--- src/rtl/keypad_scanner_if.sv ---
// Signal bundle between the 4x4 keypad scanner and its keypad/consumer side.
// The scanner connects through the slave modport; the keypad and key consumer use master.
interface keypad_scanner_if;
    logic [3:0] rows;
    logic [3:0] cols;
    logic [3:0] key_code;
    logic       key_valid;
    logic       key_held;

    modport master (
        output rows,
        input  cols,
        input  key_code,
        input  key_valid,
        input  key_held
    );

    modport slave (
        input  rows,
        output cols,
        output key_code,
        output key_valid,
        output key_held
    );
endinterface

--- src/rtl/keypad_scanner.sv ---
// 4x4 matrix keypad scanner with synchronised rows, debounced press/release and hex key output.
// Define KEYPAD_MULTIKEY_REJECT_EN to reject scans and debounces that see more than one row low.
module keypad_scanner #(
    parameter int unsigned SCAN_DIV        = 24000,
    parameter int unsigned DEBOUNCE_CYCLES = 480000
) (
    input  logic            clk,
    input  logic            reset,
    keypad_scanner_if.slave kp
);

    localparam int unsigned SCAN_W = (SCAN_DIV > 1) ? $clog2(SCAN_DIV) : 1;
    localparam int unsigned DB_W   = (DEBOUNCE_CYCLES > 1) ? $clog2(DEBOUNCE_CYCLES) : 1;
    localparam logic [SCAN_W-1:0] SCAN_LAST = SCAN_W'(SCAN_DIV - 1);
    localparam logic [DB_W-1:0]   DB_LAST   = DB_W'(DEBOUNCE_CYCLES - 1);

    localparam logic [1:0] SCAN     = 2'd0;
    localparam logic [1:0] DEBOUNCE = 2'd1;
    localparam logic [1:0] HELD     = 2'd2;
    localparam logic [1:0] RELEASE  = 2'd3;

    logic [1:0]        state_q, state_d;
    logic [1:0]        col_q, col_d;
    logic [1:0]        row_q, row_d;
    logic [SCAN_W-1:0] scan_cnt_q, scan_cnt_d;
    logic [DB_W-1:0]   db_cnt_q, db_cnt_d;
    logic [3:0]        sync1_q, sync2_q;
    logic [3:0]        cols_q, cols_d;
    logic [3:0]        key_code_q, key_code_d;
    logic              key_valid_q, key_valid_d;
    logic              key_held_q, key_held_d;

    logic [3:0] low;
    logic [1:0] pick;
    logic       row_low;
    logic       capture_ok;
    logic       db_abort;

    function automatic logic [3:0] key_map(input logic [1:0] r, input logic [1:0] c);
        case ({r, c})
            4'h0: key_map = 4'h1;  4'h1: key_map = 4'h2;  4'h2: key_map = 4'h3;  4'h3: key_map = 4'hA;
            4'h4: key_map = 4'h4;  4'h5: key_map = 4'h5;  4'h6: key_map = 4'h6;  4'h7: key_map = 4'hB;
            4'h8: key_map = 4'h7;  4'h9: key_map = 4'h8;  4'hA: key_map = 4'h9;  4'hB: key_map = 4'hC;
            4'hC: key_map = 4'hE;  4'hD: key_map = 4'h0;  4'hE: key_map = 4'hF;  default: key_map = 4'hD;
        endcase
    endfunction

    assign low     = ~sync2_q;
    assign row_low = low[row_q];
    assign pick    = low[0] ? 2'd0 : low[1] ? 2'd1 : low[2] ? 2'd2 : 2'd3;

`ifdef KEYPAD_MULTIKEY_REJECT_EN
    logic multi;
    logic other_low;
    assign multi      = (low & 4'(low - 4'd1)) != 4'd0;
    assign other_low  = |(low & ~(4'b0001 << row_q));
    assign capture_ok = (|low) && !multi;
    assign db_abort   = !row_low || other_low;
`else
    assign capture_ok = |low;
    assign db_abort   = !row_low;
`endif

    always_comb begin
        state_d     = state_q;
        col_d       = col_q;
        row_d       = row_q;
        scan_cnt_d  = scan_cnt_q;
        db_cnt_d    = db_cnt_q;
        key_code_d  = key_code_q;
        key_valid_d = 1'b0;
        key_held_d  = key_held_q;

        case (state_q)
            SCAN: begin
                if (scan_cnt_q == SCAN_LAST) begin
                    scan_cnt_d = '0;
                    if (capture_ok) begin
                        state_d  = DEBOUNCE;
                        row_d    = pick;
                        db_cnt_d = '0;
                    end else begin
                        col_d = col_q + 2'd1;
                    end
                end else begin
                    scan_cnt_d = scan_cnt_q + SCAN_W'(1);
                end
            end
            DEBOUNCE: begin
                if (db_abort) begin
                    state_d    = SCAN;
                    col_d      = col_q + 2'd1;
                    scan_cnt_d = '0;
                    db_cnt_d   = '0;
                end else if (db_cnt_q == DB_LAST) begin
                    state_d     = HELD;
                    key_code_d  = key_map(row_q, col_q);
                    key_valid_d = 1'b1;
                    key_held_d  = 1'b1;
                    db_cnt_d    = '0;
                end else begin
                    db_cnt_d = db_cnt_q + DB_W'(1);
                end
            end
            HELD: begin
                if (!row_low) begin
                    state_d  = RELEASE;
                    db_cnt_d = '0;
                end
            end
            RELEASE: begin
                // A bounce back low returns to HELD without a new pulse.
                if (row_low) begin
                    state_d  = HELD;
                    db_cnt_d = '0;
                end else if (db_cnt_q == DB_LAST) begin
                    state_d    = SCAN;
                    key_held_d = 1'b0;
                    col_d      = col_q + 2'd1;
                    scan_cnt_d = '0;
                    db_cnt_d   = '0;
                end else begin
                    db_cnt_d = db_cnt_q + DB_W'(1);
                end
            end
            default: state_d = SCAN;
        endcase

        cols_d = ~(4'b0001 << col_d);
    end

    always_ff @(posedge clk) begin
        if (reset) begin
            state_q     <= SCAN;
            col_q       <= 2'd0;
            row_q       <= 2'd0;
            scan_cnt_q  <= '0;
            db_cnt_q    <= '0;
            sync1_q     <= 4'b1111;
            sync2_q     <= 4'b1111;
            cols_q      <= 4'b1110;
            key_code_q  <= 4'h0;
            key_valid_q <= 1'b0;
            key_held_q  <= 1'b0;
        end else begin
            state_q     <= state_d;
            col_q       <= col_d;
            row_q       <= row_d;
            scan_cnt_q  <= scan_cnt_d;
            db_cnt_q    <= db_cnt_d;
            sync1_q     <= kp.rows;
            sync2_q     <= sync1_q;
            cols_q      <= cols_d;
            key_code_q  <= key_code_d;
            key_valid_q <= key_valid_d;
            key_held_q  <= key_held_d;
        end
    end

    assign kp.cols      = cols_q;
    assign kp.key_code  = key_code_q;
    assign kp.key_valid = key_valid_q;
    assign kp.key_held  = key_held_q;

endmodule

--- src/flat_wrapper.sv ---
// flat-port wrapper written by rule: the top's interface ports become plain ports
module keypad_scanner_flat 
#(
    parameter int unsigned SCAN_DIV        = 24000,
    parameter int unsigned DEBOUNCE_CYCLES = 480000
)
  (clk, reset, kp_rows, kp_cols, kp_key_code, kp_key_valid, kp_key_held);
  keypad_scanner_if kp_i ();
  input  logic clk;
  input  logic reset;
  input wire logic [$bits(kp_i.rows)-1:0] kp_rows;
  output wire logic [$bits(kp_i.cols)-1:0] kp_cols;
  output wire logic [$bits(kp_i.key_code)-1:0] kp_key_code;
  output wire logic [$bits(kp_i.key_valid)-1:0] kp_key_valid;
  output wire logic [$bits(kp_i.key_held)-1:0] kp_key_held;
  assign kp_i.rows = kp_rows;
  assign kp_cols = kp_i.cols;
  assign kp_key_code = kp_i.key_code;
  assign kp_key_valid = kp_i.key_valid;
  assign kp_key_held = kp_i.key_held;
  keypad_scanner #(.SCAN_DIV(SCAN_DIV), .DEBOUNCE_CYCLES(DEBOUNCE_CYCLES)) u_core (.clk(clk), .reset(reset), .kp(kp_i));
endmodule
--- config.mk ---
export PLATFORM = sky130hd
export DESIGN_NAME = keypad_scanner_flat
export DESIGN_NICKNAME = d
export VERILOG_FILES = /design/src/rtl/keypad_scanner_if.sv /design/src/rtl/keypad_scanner.sv /design/src/flat_wrapper.sv
export SDC_FILE = /design/constraint.sdc
export NUM_CORES = 1
export LEC_CHECK = 0
export CORE_MARGIN = 2
export CORE_UTILIZATION = 60
export DETAILED_ROUTE_END_ITERATION = 10
export GPL_TIMING_DRIVEN = 0
export PLACE_DENSITY = 0.8
export SETUP_SLACK_MARGIN = 0.5
export SYNTH_ARGS = -nofsm -noshare
export SYNTH_HDL_FRONTEND = slang
export SYNTH_SLANG_ARGS = --single-unit
export TNS_END_PERCENT = 10
--- constraint.sdc ---
create_clock -name clk -period 6.8 [get_ports clk]
set_input_delay 1.36 -clock clk [delete_from_list [all_inputs] [get_ports clk]]
set_output_delay 1.36 -clock clk [all_outputs]
set_load 0.02 [all_outputs]
==> flow_metrics.py, run 1 <==
metrics = {
    "worst_hold_path": {
        "hp-start": "u_core.sync1_q[1]",
        "worstHoldPathType": "flop to flop",
    },
    "clocking": {
        "cts_resized": 0,
        "numCtsBuffers": 9,
        "cts_tree": "done",
        "htree_levels": 3,
        "clkTransAtPathRegs_ns": 0.06,
        "cts.path.max_buffers": 2,
        "cts-root-buf": "clkbuf_8",
        "clkLatencyLatePin_ns": 0.34,
        "clock_sinks": 58,
        "cts_setup_buffers": 0,
        "holdBufCountCts": 0,
    },
    "critical_path": {
        "path_cells": "buf_2 > mux4_2 > and2_1 > a211oi_2 > o21bai_2 > buf_2 > nor2_1",
        "crit_family": "compound AO/OA/AOI/OAI gates",
        "path_class": "flop to flop",
        "critPathBufInv": 2,
        "path_max_fanout": 10,
        "critPathMaxStageDelay_ns": 0.62,
        "rrSetupSlack_ns": 4.09,
        "crit_top_cell": "buf_2",
        "critPathSlowestCell": "mux4_2",
        "setup.worst_path.start_class": "flop",
        "end_kind": "flop",
        "r2r_start": "u_core.row_q[0]",
        "worstPathRequired_ns": 7.07,
        "critical_path.startpoint": "u_core.row_q[0]",
        "cp.arrival_ns": 2.98,
    },
    "timing": {
        "rsz0062_at_grt": "false",
        "maxSlewViolCount": 0,
        "tightest_slew_ns": 0.748,
        "setup_viol": 0,
        "final.setup_skew_ns": 0.0105,
        "hold_viol_final": 0,
        "fin_crit_sh": 0.398,
        "fin_crit_ns": 2.71,
        "slew_headroom": 0.501,
        "clock.fmax_mhz": 369,
        "whs_ns": 0.402,
        "setup-tns-final_ns": 0,
    },
    "outcome": {
        "status": "finished, final reports clean",
    },
    "finish": {
        "synthToLayoutAreaGrowth_pct": 13.7,
        "final_nets": 355,
        "layout_common_cells": "dfxtp_1, nor2_1, nand2_1, a21oi_1, xnor2_1",
        "num_antenna_cells": 0,
        "final_common_cell": "dfxtp_1",
        "drive_gt1_frac": 0.118,
        "final_area_sq_um": 3190,
        "fill_cells": 333,
    },
    "pwr": {
        "p_leak_uw": 0.00109,
        "power_density_nw_per_um2": 202,
        "peakVddDrop_uv": 136,
    },
    "global_route": {
        "grt_pass1_wl_um": 9990,
        "gr-total-overflow": 0,
        "grt_pass1_vias": 2281,
        "grt_max_degree": 11,
        "grt_usage": 0.247,
        "antenna_found_initial": 0,
    },
    "routing": {
        "drt-initial-drc-count": 136,
        "viasPerCell": 5.95,
        "dr.pass1.iters": 4,
        "vias": 2370,
        "routedWlPerCell_um": 14.5,
        "ant_nets": 0,
        "drc": 0,
        "wl_um": 5770,
    },
    "die": {
        "initial_utilization": 0.635,
        "die_x_um": 72.4,
        "die_area_sq_um": 5240,
        "die_h_um": 72.4,
        "num_rows": 24,
        "ios": 16,
        "core_area_sq_um": 4410,
    },
    "logic_synthesis": {
        "synth_edf_count": 0,
        "yosysSeqAreaShare": 0.414,
        "syn_area_sq_um": 2810,
        "postSynthAreaPerCell_sq_um": 8.88,
        "ys_ff_latch": 58,
        "synth_cell_type_count": 56,
        "synth_flop_cell": "dfxtp_1",
        "syn_inst": 316,
        "syn_nets": 329,
        "yosysWarnings": 0,
        "async_flop_share": 0,
    },
    "placement": {
        "io_buffers": 15,
        "place.detailed.hpwl_um": 4040,
        "placed_area_sq_um": 3020,
        "gp_congestion": 0.841,
    },
    "run": {
        "drv_cap": 0,
    },
}
-- layer usage --
layer	track usage	wire, um	vias up
li1	-	-	1184
met5	0	0	-
met3	0.0639	235	14
met4	0.119	129	0
met2	0.404	2740	52
met1	0.302	2670	1120
-- logic make-up (layout without fill, tap and decap cells) --
| logic type | Yosys count | after routing | share of synthesized area |
|---|---|---|---|
| and+or+nand+nor | 146 | 146 | 0.287 |
| muxes | 8 | 8 | 0.0330 |
| buffers and inverters | 19 | 49 | 0.0290 |
| adders and majority gates | 7 | 7 | 0.0312 |
| AOI/OAI and AO/OA | 54 | 54 | 0.131 |
| xor gates and xnor gates | 24 | 24 | 0.0749 |
| DFF | 58 | 58 | 0.414 |
-- power breakdown --
| group | switching (uW) | internal (uW) | leakage (uW) |
|---|---|---|---|
| Clock | 129 | 148 | 0.0000920 |
| Combinational | 11.5 | 9.82 | 0.000532 |
| Sequential | 2.66 | 344 | 0.000470 |
-- metrics by stage --
stage                     setup slack (ns)  std cells  total power [uW]   util
after global routing                  3.89        398               670  0.723
after global placement                3.89        383               375  0.684
after floorplan                       4.57        316               367      -
final                                 4.09        398               645  0.723
after CTS                             4.09        398               649  0.723
after detailed placement              3.85        383               376  0.684
-- area by class of cell --
cell class,count,area [sq um],area share
plain buffers,13,58.8,0.0184
clock buffers,12,155,0.0486
clock inverters,3,15.0,0.00471
inverters,6,22.5,0.00706
multi-input cells,239,1560,0.490
flip-flops and latches,58,1160,0.364
well taps,52,65.1,0.0204
repair buffers,15,150,0.0471
-- cells in the mapped netlist (2+ instances only) --
master / number / share of area
buf_2: 2 / 0.0036
nor2_1: 48 / 0.064
a32oi_1: 2 / 0.0062
nand2_1: 18 / 0.024
clkbuf_1: 9 / 0.012
or4b_4: 2 / 0.0098
nand4_1: 8 / 0.018
xor2_1: 8 / 0.025
or3_1: 3 / 0.0067
mux2i_1: 7 / 0.025
inv_1: 6 / 0.0080
xnor2_1: 16 / 0.050
a311oi_1: 6 / 0.019
dfxtp_1: 58 / 0.41
nor4_1: 7 / 0.016
and4_1: 2 / 0.0062
o21ai_0: 8 / 0.014
nand3_1: 13 / 0.023
o31ai_1: 3 / 0.0080
nor4b_1: 2 / 0.0062
or3_2: 3 / 0.0080
and3_1: 3 / 0.0067
o21a_1: 2 / 0.0054
a21oi_1: 17 / 0.030
a211oi_1: 4 / 0.011
nor2b_1: 3 / 0.0067
or2_2: 9 / 0.020
nor4_4: 2 / 0.015
nand4b_1: 2 / 0.0062
nor3_1: 8 / 0.014
ha_1: 7 / 0.031
and2_1: 4 / 0.0089
-- flip-flops by register name, summed over array words and instances, names as in the netlist, named ones only --
| name | cells |
|---|---|
| u_core.sync1_q | 4 |
| u_core.db_cnt_q | 19 |
| u_core.kp.cols | 4 |
| u_core.col_q | 2 |
| u_core.row_q | 2 |
| u_core.kp.key_code | 4 |
| u_core.kp.key_valid | 1 |
| u_core.scan_cnt_q | 15 |
| u_core.state_q | 1 |
| u_core.kp.key_held | 1 |
| u_core.sync2_q | 4 |
-- path summary, 6_finish.rpt --
| kind | cells past startpoint | endpoint |
|---|---|---|
| setup / recovery | 7 | u_core.db_cnt_q[17] |
| hold / removal | 1 | u_core.sync2_q[1] |
| hold reg to reg | 1 | u_core.sync2_q[1] |
| setup reg to reg | 7 | u_core.db_cnt_q[17] |
Power figures use the tool's default switching activity.
==> run 2: changes to the inputs <==
Settings changed: CORE_UTILIZATION 60 to 53, PLACE_DENSITY 0.8 to 0.75.
Clock period 6.8 ns to 2.3 ns, I/O delays scaled along.
==> run 2 against run 1 <==
Effect of this change: first-iteration DRC count grew 51%; fmax increased by 22%; die area is 12% higher; total power grew to 3.1 times the previous value; final area grew 13%; routed wire length increased by 14%; flip-flop and latch count is the same; clock-buffer cell count increased by 1; global-route usage down 1.3 points; critical path type unchanged; largest cell class unchanged; largest power group unchanged.
==> flow_metrics.py, run 2 (synthesized netlist as in run 1, its figures left out) <==
metrics = {
    "die": {
        "initial_utilization": 0.549,
        "core_area_sq_um": 5110,
        "num_rows": 26,
        "die_x_um": 76.8,
        "ios": 16,
        "die_h_um": 76.8,
        "die_area_sq_um": 5890,
    },
    "finish": {
        "final_cells": 437,
        "drive_gt1_frac": 0.253,
        "synthToLayoutAreaGrowth_pct": 28.3,
        "regMostFlops": "u_core.db_cnt_q",
        "largestRegisters": "u_core.db_cnt_q x19, u_core.scan_cnt_q x15",
        "fill_cells": 391,
        "final_nets": 375,
        "largest_register_ffs": 19,
        "final_common_cell": "dfxtp_1",
        "num_antenna_cells": 0,
        "layout_common_cells": "dfxtp_1, nor2_1, nand2_1, xnor2_1, buf_4",
    },
    "worst_hold_path": {
        "whs_path_depth": 1,
        "min_delay_worst_endpoint": "u_core.sync2_q[2]",
        "worstHoldPathType": "flop to flop",
        "hp-start": "u_core.sync1_q[2]",
    },
    "critical_path": {
        "setup.worst_path.start_class": "flop",
        "path_class": "flop to flop",
        "worstPathRequired_ns": 2.58,
        "timing.rr.end": "u_core.db_cnt_q[16]",
        "rrSetupSlack_ns": 0.07,
        "path_max_fanout": 8,
        "end_kind": "flop",
        "rr_worst_depth": 7,
        "r2r_start": "u_core.scan_cnt_q[13]",
        "cp.arrival_ns": 2.51,
    },
    "routing": {
        "ant_nets": 0,
        "wl_um": 6610,
        "vias": 2483,
        "viasPerCell": 5.68,
        "routedWlPerCell_um": 15.1,
        "drt-initial-drc-count": 206,
        "dr.pass1.iters": 4,
        "drc": 0,
    },
    "clocking": {
        "clkTransAtPathRegs_ns": 0.07,
        "holdBufCountCts": 0,
        "cts-root-buf": "clkbuf_8",
        "cts_tree": "done",
        "htree_levels": 3,
        "cts.path.max_buffers": 2,
        "clkLatencyLatePin_ns": 0.35,
        "numCtsBuffers": 9,
        "clock_sinks": 58,
    },
    "timing": {
        "slew_headroom": 0.599,
        "clock.fmax_mhz": 449,
        "hold_viol_final": 0,
        "setup_viol": 0,
        "setup-tns-final_ns": 0,
        "fin_crit_sh": 0.969,
        "whs_ns": 0.407,
        "tightest_slew_ns": 0.599,
        "fin_crit_ns": 2.23,
        "fin_ws_ns": 0.0719,
        "final.setup_skew_ns": 0.00758,
        "rsz0062_at_grt": "true",
        "maxSlewViolCount": 0,
    },
    "pwr": {
        "netSwitchingFraction": 0.224,
        "p_seq_frac": 0.514,
        "internal_power_uw": 1550,
        "combPwrFrac": 0.036,
        "p_leak_uw": 0.00126,
        "power_density_nw_per_um2": 553,
        "p_clk_frac": 0.450,
        "peakVddDrop_uv": 433,
        "switchingPower_uw": 446,
    },
    "run": {
        "drv_cap": 0,
    },
    "placement": {
        "place.detailed.hpwl_um": 3950,
        "dp.cells": 401,
        "io_buffers": 15,
        "gp_congestion": 0.823,
        "post-place-ws_ns": -0.146,
    },
    "global_route": {
        "grt_max_degree": 11,
        "grt_pass1_vias": 2330,
        "antenna_found_initial": 0,
        "grt_usage": 0.234,
        "grt_pass1_wl_um": 10900,
        "gr-total-overflow": 0,
    },
    "outcome": {
        "status": "finished, final reports clean",
    },
}
==> run 2: cell count changes in the layout (fill, tap and decap cells not counted), sizes merged <==
| cell | previous run | this run |
|---|---|---|
| a211oi | 5 | 6 |
| buf | 4 | 23 |
| bufinv | 0 | 1 |
| clkbuf | 21 | 22 |
| clkinv | 3 | 2 |
==> run 2: layout make-up <==
| type | count | area [sq um] | area share |
|---|---|---|---|
| plain buffers | 13 | 78.8 | 0.0219 |
| clock buffers | 13 | 139 | 0.0386 |
| clock inverters | 3 | 40.0 | 0.0111 |
| inverters | 6 | 22.5 | 0.00626 |
| multi-input cells | 240 | 1740 | 0.485 |
| flip-flops and latches | 58 | 1170 | 0.325 |
| well taps | 70 | 87.6 | 0.0243 |
| repair buffers | 34 | 317 | 0.0879 |
==> run 2: how the worst max path moves through the flow <==
| stage | to | depth (start not counted) | startpoint |
|---|---|---|---|
| floorplan | u_core.db_cnt_q[16] | 7 | u_core.scan_cnt_q[13] |
| global placement | u_core.scan_cnt_q[9] | 6 | u_core.db_cnt_q[0] |
| global route | u_core.db_cnt_q[16] | 7 | u_core.scan_cnt_q[13] |
| finish | u_core.db_cnt_q[16] | 7 | u_core.scan_cnt_q[13] |
| CTS | u_core.kp.key_code[0] | 6 | u_core.state_q[0] |
| detailed placement | u_core.db_cnt_q[16] | 8 | u_core.scan_cnt_q[0] |
==> run 2: critical path, stage by stage (launching register included) <==
cell     delay (ns)
dfxtp_2        0.32
or4b_4         0.54
nor4_4         0.34
a211o_2        0.20
buf_6          0.13
nand2_4        0.07
or4_4          0.42
a21oi_2        0.13
==> run 2: metal layers <==
layer / track usage / vias up / share of wire
li1: - / 1226 / -
met1: 0.303 / 1195 / 0.46
met5: 0 / - / 0
met4: 0.122 / 0 / 0.021
met3: 0.0424 / 11 / 0.039
met2: 0.370 / 51 / 0.48
==> run 2: power groups by stage <==
stage,clock (uW),combinational (uW),sequential (uW)
floorplan,0,40.5,1050
global placement,0,64.5,1050
detailed placement,0,65.2,1050
CTS,902,70.4,1020
global route,953,80.3,1020
finish,897,71.5,1020
==> run 2: through the flow <==
step | power [uW] | cell area (sq um) | utilization
finish | 1990 | 3600 | 0.705
floorplan | 1090 | 2870 | -
global route | 2060 | 3600 | 0.705
detailed placement | 1110 | 3100 | 0.608
CTS | 2000 | 3510 | 0.687
global placement | 1110 | 3100 | 0.608
==> run 2: repair_timing <==
item | CTS | global route
pin swaps | 16 | 8
setup endpoints to repair | 50 | 51
hold endpoints to repair | 0 | 0
gates resized for setup | 19 | 27
cloned | 1 | 0
setup buffers | 17 | 2
